**src/rtl/seq_pattern_det.sv**
```systemverilog
// Sliding-window character pattern detector with overlap/non-overlap modes and a saturating match counter.
// Build with WILDCARD_EN defined to make PATTERN positions equal to WILD match any character.
module seq_pattern_det #(
   parameter int              CW      = 7,
   parameter int              LEN     = 4,
   parameter logic [CW*LEN-1:0] PATTERN = {7'h52, 7'h41, 7'h52, 7'h41},
   parameter int              CNT_W   = 8,
   parameter logic [CW-1:0]   WILD    = 7'h3F
) (
   input  logic             clk,
   input  logic             rst,
   input  logic             in_valid,
   input  logic [CW-1:0]    in_char,
   input  logic             overlap,
   input  logic             clear,
   output logic             match,
   output logic [CNT_W-1:0] match_cnt,
   output logic             cnt_sat
);

`ifdef WILDCARD_EN
   localparam logic WC_ON = 1'b1;
`else
   localparam logic WC_ON = 1'b0;
`endif

   localparam int FW = $clog2(LEN + 1);

   logic [CW*LEN-1:0] win;
   logic [CW*LEN-1:0] win_next;
   logic [FW-1:0]     fill;
   logic [FW-1:0]     fill_next;
   logic              hit;

   // Newest character lives in the least significant slot, matching PATTERN's MSB-first order.
   generate
      if (LEN == 1) begin : g_win1
         assign win_next = in_char;
      end else begin : g_winn
         assign win_next = {win[CW*(LEN-1)-1:0], in_char};
      end
   endgenerate

   assign fill_next = (fill == FW'(LEN)) ? fill : fill + 1'b1;

   always_comb begin
      hit = (fill_next == FW'(LEN));
      for (int i = 0; i < LEN; i++) begin
         if (!(WC_ON && (PATTERN[i*CW +: CW] == WILD)) &&
             (win_next[i*CW +: CW] != PATTERN[i*CW +: CW]))
            hit = 1'b0;
      end
   end

   always_ff @(posedge clk or posedge rst) begin
      if (rst) begin
         win       <= '0;
         fill      <= '0;
         match     <= 1'b0;
         match_cnt <= '0;
         cnt_sat   <= 1'b0;
      end else if (clear) begin
         fill      <= '0;
         match     <= 1'b0;
         match_cnt <= '0;
         cnt_sat   <= 1'b0;
      end else if (in_valid) begin
         win   <= win_next;
         match <= hit;
         if (hit) begin
            // Non-overlap discards the whole window so the next match needs LEN fresh characters.
            fill <= overlap ? fill_next : '0;
            if (match_cnt != '1) begin
               match_cnt <= match_cnt + 1'b1;
               if (CNT_W'(match_cnt + 1'b1) == '1)
                  cnt_sat <= 1'b1;
            end
         end else begin
            fill <= fill_next;
         end
      end else begin
         match <= 1'b0;
      end
   end

endmodule

```
**config.mk**
```make
export PLATFORM = sky130hd
export DESIGN_NAME = seq_pattern_det
export DESIGN_NICKNAME = d
export VERILOG_FILES = /design/src/rtl/seq_pattern_det.sv
export SDC_FILE = /design/constraint.sdc
export NUM_CORES = 1
export LEC_CHECK = 0
export CORE_MARGIN = 2
export CORE_UTILIZATION = 49
export CTS_CLUSTER_DIAMETER = 80
export CTS_CLUSTER_SIZE = 40
export DETAILED_ROUTE_END_ITERATION = 7
export PLACE_DENSITY = 0.75
export SYNTH_ARGS = -nofsm -noshare
export SYNTH_HDL_FRONTEND = slang
export SYNTH_SLANG_ARGS = --single-unit
```
**constraint.sdc**
```tcl
create_clock -name clk -period 2.4 [get_ports clk]
set_input_delay 0.48 -clock clk [delete_from_list [all_inputs] [get_ports clk]]
set_output_delay 0.48 -clock clk [all_outputs]
set_load 0.01 [all_outputs]
```
==> metrics.log, run 1 <==
[metrics] top cell type by total area after synthesis: sky130_fd_sc_hd__dfrtp_1
[metrics] growth of design area from synthesis to finish: 23.68%
[metrics] Yosys cell types: 35
[metrics] wire length after detailed routing: 3.091 mm
[metrics] # fillers: 277
[metrics] Die Span X: around 63 um
[metrics] number of vias in the routed layout: 1221
[metrics] clock sinks: 34
[metrics] Warnings, synthesis: 0
[metrics] number of register bits inferred by synthesis: 34
[metrics] worst clock skew: 0.004523 ns
[metrics] Post-synth top flop: sky130_fd_sc_hd__dfrtp_1
[metrics] number of flops mapped to enable cells by yosys: 0
[metrics] max-cap violations: 0
[metrics] TritonCTS buffer count: 5
[metrics] most frequent cell after synthesis: sky130_fd_sc_hd__dfrtp_1
[metrics] Crit Path Category: reg -> reg
[metrics] quantity of hold-fixing buffers added after cts: 0
[metrics] Final WS setup: 0.1094 ns
[metrics] post-synthesis net count: around 160
[metrics] final cycle utilization of the critical path: 0.9544
[metrics] hold violation count in the final report: 0
[metrics] final-stage net count: approximately 190
[metrics] share of synthesized area occupied by flip-flops and latches: 0.5063
[metrics] type of origin of the critical path: register
[metrics] WL/cell: 13.92 um
[metrics] CTS tree: done
[metrics] first-pass GRT wire length: 5.513 mm
[metrics] total power consumption of the routed design: between 1 and 1.5 mW
[metrics] Post-Syn Instances: ~140
[metrics] largest net degree at the start of global routing: 35
[metrics] length of the first detailed-routing pass in iterations: 4
[metrics] root buffer cell: sky130_fd_sc_hd__clkbuf_4
[metrics] PortBufs: 21
[metrics] areal power density over the cells: around 600 nW/um2
[metrics] FFs w/ async S/R, synth: 1.000
[metrics] worst path required time: between 2 and 3 ns
[metrics] Routability Congestion: 0.8485
[metrics] slew at the pin closest to its max-slew limit: about 0.43 ns
[metrics] overflow left after global routing: 0
[metrics] final-report max-slew violation count: 0
[metrics] Clock Path Buffers: 2
[metrics] Detail Placement HPWL: 2.233 mm
[metrics] slew margin rel.: 0.7153
[metrics] Max FO, Critical Path: 3
[metrics] initial drt markers: between 70 and 80
[metrics] number of global-route vias before repair: 1290
[metrics] layout cells sized above 1: 0.2898
[metrics] combined area of all synthesized cells: ~1700 um2
[metrics] result of the run: finished, final reports clean
[metrics] endpoint kind of the worst setup timing path: register
[metrics] peak supply drop: between 400 and 500 uV
[metrics] portion of synthesized cell area occupied by the leading cell type: 0.5063
[metrics] number of remaining DRC errors: 0
[metrics] synthesized area per cell: around 12 um2
[metrics] aggregate negative setup slack: 0 ns
[metrics] clock-pin slew on the worst setup and hold paths: 0.10 ns
[metrics] endpoint arrival time on the critical path: around 2.6 ns
[metrics] n_diodes: 0
[metrics] All-Layer GR Usage: 0.1787
[metrics] number of antenna violations at the first check in global routing: 0
[metrics] Max H-tree Level: 2
[metrics] most area-consuming cells after synthesis: sky130_fd_sc_hd__dfrtp_1 (51%), sky130_fd_sc_hd__mux2_2 (14%), sky130_fd_sc_hd__ha_1 (3.0%), sky130_fd_sc_hd__nor2_1 (2.9%), sky130_fd_sc_hd__a21oi_1 (2.1%)
[metrics] Clock Latency Late Sink: roughly 0.34 ns
[metrics] floorplan core area: ~3300 um2
[metrics] pre-CTS setup slack: -0.1393 ns
[metrics] die footprint: 3914 um2
[metrics] leakage dissipation: roughly 0.86 nW
[metrics] Die Y-Extent: between 60 and 70 um
[metrics] antenna-violating nets left: 0
[metrics] starting density of the core: 0.5076
[metrics] class of the tightest hold or removal check: reg -> reg
[metrics] final period demand of the worst path: 2.291 ns
[metrics] std cell rows: 21
[metrics] fmax: approximately 440 MHz
[metrics] final setup vio count: 0
[metrics] number of placed I/O pins: 22
[metrics] Commonest cells post-synth: sky130_fd_sc_hd__dfrtp_1 (34), sky130_fd_sc_hd__mux2_2 (21), sky130_fd_sc_hd__nor2_1 (13)
[metrics] vias per inst: approximately 5.5
## per-stage QoR
stage / cells / hold WS (ns) / area [um2] / utilization
2_1_floorplan: 142 / 0.4712 / 1680 / -
3_3_place_gp: 214 / 0.4794 / 2001 / 0.6043
3_5_place_dp: 214 / 0.4893 / 2001 / 0.6043
4_1_cts: 222 / 0.5124 / 2061 / 0.6224
5_1_grt: 222 / 0.5299 / 2078 / 0.6277
6_report: 222 / 0.5070 / 2078 / 0.6277
## what timing repair did
item / in CTS / in global routing
setup buffers: 0 / 0
hold endpoints to repair: 0 / 0
resized for setup: 0 / 2
endpoints found under the setup margin: 0 / 4
## layout by cell type, fill, tap and decap left out, types with 2 or more instances in the layout
cell / n
sky130_fd_sc_hd__and3_1: 2
sky130_fd_sc_hd__nand4_1: 2
sky130_fd_sc_hd__a21o_2: 2
sky130_fd_sc_hd__a21oi_1: 7
sky130_fd_sc_hd__clkbuf_4: 5
sky130_fd_sc_hd__nor4_2: 2
sky130_fd_sc_hd__dfrtp_1: 34
sky130_fd_sc_hd__nor4b_2: 2
sky130_fd_sc_hd__nor2_1: 13
sky130_fd_sc_hd__o21a_1: 2
sky130_fd_sc_hd__clkdlybuf4s50_1: 21
sky130_fd_sc_hd__xnor2_1: 4
sky130_fd_sc_hd__ha_1: 3
sky130_fd_sc_hd__buf_4: 9
sky130_fd_sc_hd__and4bb_1: 2
sky130_fd_sc_hd__nor4_1: 3
sky130_fd_sc_hd__nand2_1: 5
sky130_fd_sc_hd__and4b_2: 2
sky130_fd_sc_hd__nand3_1: 7
sky130_fd_sc_hd__inv_1: 9
sky130_fd_sc_hd__mux2_2: 21
## layer usage
layer | global-route usage | routed length, um
met5 | 0 | 0
met4 | 0.08333 | 67
met3 | 0.05766 | 160
met2 | 0.3185 | 1611
met1 | 0.1909 | 1251
## final cells by class
class	instances	area [um2]	area share
Clock buffer	7	55.05	0.02649
Clock inverter	1	5.005	0.002408
Inverter	9	33.78	0.01626
Multi-Input combinational cell	95	798.3	0.3841
Sequential cell	34	850.8	0.4094
Tap cell	46	57.56	0.02769
Timing Repair Buffer	30	277.8	0.1337
## worst paths after layout
kind | start | to | slack [ns] | depth (start not counted)
setup / recovery | fill[1]$_DFFE_PP0P_ | match_cnt[4]$_DFFE_PP0P_ | 0.11 | 7
hold / removal | cnt_sat$_DFFE_PP0P_ | cnt_sat$_DFFE_PP0P_ | 0.51 | 1
setup reg to reg | fill[1]$_DFFE_PP0P_ | match_cnt[4]$_DFFE_PP0P_ | 0.11 | 7
hold reg to reg | cnt_sat$_DFFE_PP0P_ | cnt_sat$_DFFE_PP0P_ | 0.51 | 1
max in group asynchronous | rst | win[1]$_DFFE_PP0P_ | 1.56 | 3
min in group asynchronous | rst | match_cnt[7]$_DFFE_PP0P_ | 0.53 | 3
## power breakdown
group | leakage, nW | total [mW] | switching (mW) | internal (mW)
combinational | 0.398 | 0.198 | 0.0736 | 0.124
clock | 0.0353 | 0.328 | 0.187 | 0.142
sequential | 0.428 | 0.719 | 0.0577 | 0.661
## critical path, cell delays in order, from the launching register on
cell and delay [ns]:
sky130_fd_sc_hd__dfrtp_1 0.40, sky130_fd_sc_hd__inv_1 0.12, sky130_fd_sc_hd__ha_4 0.22, sky130_fd_sc_hd__nor4b_4 0.28, sky130_fd_sc_hd__a211oi_2 0.13, sky130_fd_sc_hd__or3_4 0.40
sky130_fd_sc_hd__or4_1 0.50, sky130_fd_sc_hd__a21oi_1 0.16
## cell families (layout without fill, tap and decap cells)
family                   count (synthesis)  count (layout)  synth area share
flip-flops                              34              34            0.5063
adder cells (fa/ha/maj)                  4               4           0.02979
AND/OR/NAND/NOR                         45              45            0.1847
AO/OA/AOI/OAI                           19              19           0.07744
buffers and inverters                   13              47           0.02904
multiplexers                            22              22            0.1467
XOR/XNOR                                 5               5           0.02606
## flip-flops by register name, summed over array words and instances, names as in the netlist
| name | cells |
|---|---|
| match | 1 |
| win | 21 |
| match_cnt | 8 |
| cnt_sat | 1 |
| fill | 3 |
Note: power is estimated with default switching activity, not from simulation.
==> run 2: changes to the inputs <==
--- a/config.mk
+++ b/config.mk
@@ -11,6 +11,7 @@
 export CTS_CLUSTER_SIZE = 40
 export DETAILED_ROUTE_END_ITERATION = 7
 export PLACE_DENSITY = 0.75
+export SLEW_MARGIN = 30
 export SYNTH_ARGS = -nofsm -noshare
 export SYNTH_HDL_FRONTEND = slang
 export SYNTH_SLANG_ARGS = --single-unit
==> results of run 2 <==
Same layout as run 1: the final DEF is identical, and so are final timing and power.
==> run 3: changes to the inputs <==
--- a/config.mk
+++ b/config.mk
@@ -6,11 +6,12 @@
 export NUM_CORES = 1
 export LEC_CHECK = 0
 export CORE_MARGIN = 2
-export CORE_UTILIZATION = 49
+export CORE_UTILIZATION = 56
 export CTS_CLUSTER_DIAMETER = 80
 export CTS_CLUSTER_SIZE = 40
 export DETAILED_ROUTE_END_ITERATION = 7
-export PLACE_DENSITY = 0.75
+export DONT_BUFFER_PORTS = 1
+export PLACE_DENSITY_LB_ADDON = 0.1
 export SLEW_MARGIN = 30
 export SYNTH_ARGS = -nofsm -noshare
 export SYNTH_HDL_FRONTEND = slang
==> run 3 against run 2 <==
Against the previous run:
- the flow now finishes with violations (DRC)
- clock skew increased by 0.0066 ns
- combinational power is 12% lower
- fmax shrank 0.86%
- via count shrank 8.3%
- final area decreased by 11%
- final cell count shrank 17%
- count of clock-buffer cells in the layout shrank 2
- global-route usage grew 1.4 points
- die area decreased by 12%
- non-clock buffer count is 23 lower
- utilization up 3.3 points
- critical endpoint unchanged
- highest routed layer unchanged
==> metrics.log, run 3 (same netlist as run 1, synthesis figures left out) <==
[metrics] area occupied by registers: 850.8 um2 (unchanged)
[metrics] leading cell type in the layout, fill and taps excluded: sky130_fd_sc_hd__dfrtp_1
[metrics] Crit Path Category: reg -> reg
[metrics] number of antenna violations at the first check in global routing: 0 (unchanged)
[metrics] Final WS setup: 0.08956 ns (-0.01985 ns)
[metrics] slew at the pin closest to its max-slew limit: 0.4664 ns (+0.03937 ns)
[metrics] WL/cell: 15.88 um (+14%)
[metrics] # fillers: 233 (-16%)
[metrics] All-Layer GR Usage: 0.1926 (+0.01389)
[metrics] Routability Congestion: 0.7847 (-7.5%)
[metrics] Reg-to-Reg End: match_cnt[4]$_DFFE_PP0P_
[metrics] max-cap violations: 0 (unchanged)
[metrics] result of the run: finished with violations
[metrics] launch point of the worst reg-to-reg path: fill[1]$_DFFE_PP0P_
[metrics] critical path, cell by cell: inv_1, ha_4, nor4b_4, a211oi_1, or3_4, or4_1, a21oi_1
[metrics] growth of design area from synthesis to finish: 10.35%
[metrics] antenna-violating nets left: 0 (unchanged)
[metrics] final-stage net count: 168 (-12%)
[metrics] setup repair after global routing missed its margin: no
[metrics] root buffer cell: sky130_fd_sc_hd__clkbuf_4
[metrics] slowest CP cell: sky130_fd_sc_hd__or4_1
[metrics] areal power density over the cells: 710.7 nW/um2 (+19%)
[metrics] peak supply drop: 662.0 uV (+52%)
[metrics] register with the most flip-flops: win
[metrics] final setup vio count: 0 (unchanged)
[metrics] Max H-tree Level: 2 (unchanged)
[metrics] setup slack of the most critical reg-to-reg path: 0.09 ns (-0.02 ns)
[metrics] clock-pin slew on the worst setup and hold paths: 0.11 ns (about the same)
[metrics] quantity of hold-fixing buffers added after cts: 0 (unchanged)
[metrics] n_diodes: 0 (unchanged)
[metrics] Clock Latency Late Sink: 0.34 ns (about the same)
[metrics] die footprint: 3455 um2 (-12%)
[metrics] Die Y-Extent: 58.78 um (-6.0%)
[metrics] number of global-route vias before repair: 1166 (-9.6%)
[metrics] launch point of the critical path: fill[1]$_DFFE_PP0P_
[metrics] number of placed I/O pins: 22 (unchanged)
[metrics] first-pass GRT wire length: 4.947 mm (-10%)
[metrics] worst clock skew: 0.01109 ns (+0.006562 ns)
[metrics] met3 layer usage reported by global route: 0.07912 (+0.02146)
[metrics] slew margin rel.: 0.6888 (-0.02659)
[metrics] area of combinational cells with multiple inputs: 795.8 um2 (-0.31%)
[metrics] cells on worst reg2reg path: 7 (unchanged)
[metrics] worst path required time: 2.68 ns (about the same)
[metrics] Critical Path Max Stage Delay: 0.51 ns (about the same)
[metrics] TritonCTS buffer count: 5 (unchanged)
[metrics] final cycle utilization of the critical path: 0.9627 (+0.008272)
[metrics] Die Span X: 58.78 um (-6.0%)
[metrics] vias per inst: 6.087 (+11%)
[metrics] flip-flop count of the largest register, all copies and words added: 21 (unchanged)
[metrics] Core Util, Final: 0.6610 (+0.03328)
[metrics] most frequent cells in the layout: sky130_fd_sc_hd__dfrtp_1 (34), sky130_fd_sc_hd__mux2_2 (21), sky130_fd_sc_hd__nor2_1 (13), sky130_fd_sc_hd__inv_1 (9)
[metrics] endpoint kind of the worst setup timing path: register
[metrics] layout cells sized above 1: 0.3268 (+0.03702)
[metrics] initial drt markers: 37 (-50%)
[metrics] Clock Path Buffers: 2 (unchanged)
[metrics] std cell rows: 19 (-9.5%)
[metrics] violated checks: DRC
[metrics] floorplan core area: 2805 um2 (-15%)
[metrics] number of vias in the routed layout: 1120 (-8.3%)
[metrics] endpoint arrival time on the critical path: 2.59 ns (+0.03 ns)
[metrics] Detail Placement HPWL: 2.083 mm (-6.7%)
[metrics] largest net degree at the start of global routing: 24 (-31%)
[metrics] PortBufs: 0 (-100%)
[metrics] class of the tightest hold or removal check: in -> async
[metrics] Max FO, Critical Path: 5 (+2)
[metrics] registers with the most flip-flops: win (21), match_cnt (8), fill (3)
[metrics] met2 Resource Use GR: 0.3302 (+0.01161)
[metrics] met1 demand-to-capacity share in global routing: 0.2089 (+0.01800)
[metrics] final-report max-slew violation count: 0 (unchanged)
[metrics] number of remaining DRC errors: 3 (+3)
[metrics] pre-CTS setup slack: -0.008616 ns (+0.1306 ns)
[metrics] leakage dissipation: 0.7763 nW (-9.9%)
[metrics] CTS tree: done
[metrics] starting density of the core: 0.5990 (+0.09146)
[metrics] fmax: 432.8 MHz (-0.86%)
[metrics] hold violation count in the final report: 0 (unchanged)
[metrics] most utilized layer in the global route result: met2
[metrics] final period demand of the worst path: 2.310 ns (+0.01985 ns)
[metrics] type of origin of the critical path: register
[metrics] overflow left after global routing: 0 (unchanged)
[metrics] wire length after detailed routing: 2.921 mm (-5.5%)
[metrics] clock sinks: 34 (unchanged)
[metrics] length of the first detailed-routing pass in iterations: 7 (+3)
==> run 3: cell count changes in the layout (fill, tap and decap cells not counted), sizes merged <==
cell	previous run	this run
clkbuf	7	5
clkinv	1	0
bufinv	0	1
clkinvlp	0	2
clkdlybuf4s50	21	0
buf	9	7
==> run 3: how the worst max path moves through the flow <==
stage	endpoint	slack, ns	depth (start not counted)
finish	match_cnt[4]$_DFFE_PP0P_	0.09	7
global route	match_cnt[4]$_DFFE_PP0P_	0.02	7
CTS	match_cnt[4]$_DFFE_PP0P_	0.05	7
detailed placement	match_cnt[4]$_DFFE_PP0P_	-0.009	7
global placement	match_cnt[4]$_DFFE_PP0P_	0.1	7
floorplan	match_cnt[7]$_DFFE_PP0P_	0.10	7
==> run 3: worst max-delay path: cells and delay by family (launching register included) <==
kind                     cells  cell delay, ns
adder cells (fa/ha/maj)      1            0.23
AO/OA/AOI/OAI                2            0.29
buffers and inverters        1            0.12
flip-flops                   1            0.41
AND/OR/NAND/NOR              3            1.20
==> run 3: area by class of cell <==
class	instances	area share
multi-input cells	95	0.4291
clock inverters	3	0.02429
well taps	31	0.02092
clock buffers	5	0.02024
inverters	9	0.01822
repair buffers	7	0.02834
flip-flops and latches	34	0.4588
==> run 3: repair_timing <==
action | 4_1_cts | 5_1_grt
setup endpoints to repair | 1 | 1
buffers inserted | 1 | 2
gates resized for setup | 0 | 2
pin swaps | 0 | 0
==> run 3: stage by stage <==
stage	std cells	instance area [um2]	TNS, ns	hold WS [ns]	power [mW]
floorplan	142	1680	0	0.4712	0.8520
global placement	173	1734	0	0.3952	0.8783
detailed placement	173	1734	-0.008616	0.4041	0.8896
CTS	182	1824	0	0.006553	1.324
global route	184	1854	0	0.01657	1.382
finish	184	1854	0	0.01573	1.318
==> run 3: report_power, final <==
part           leakage [nW]  switching (mW)  total, mW  internal (mW)
registers             0.428          0.0542      0.715          0.661
logic                 0.311          0.0629      0.174          0.112
clock network        0.0374           0.209      0.428          0.218
total                 0.776           0.327       1.32          0.991
==> run 3: metal layers <==
metal  share of wire  routed length [um]
met3           0.075                 220
met1            0.42                1215
met5               0                   0
met4           0.016                  46
met2            0.49                1439
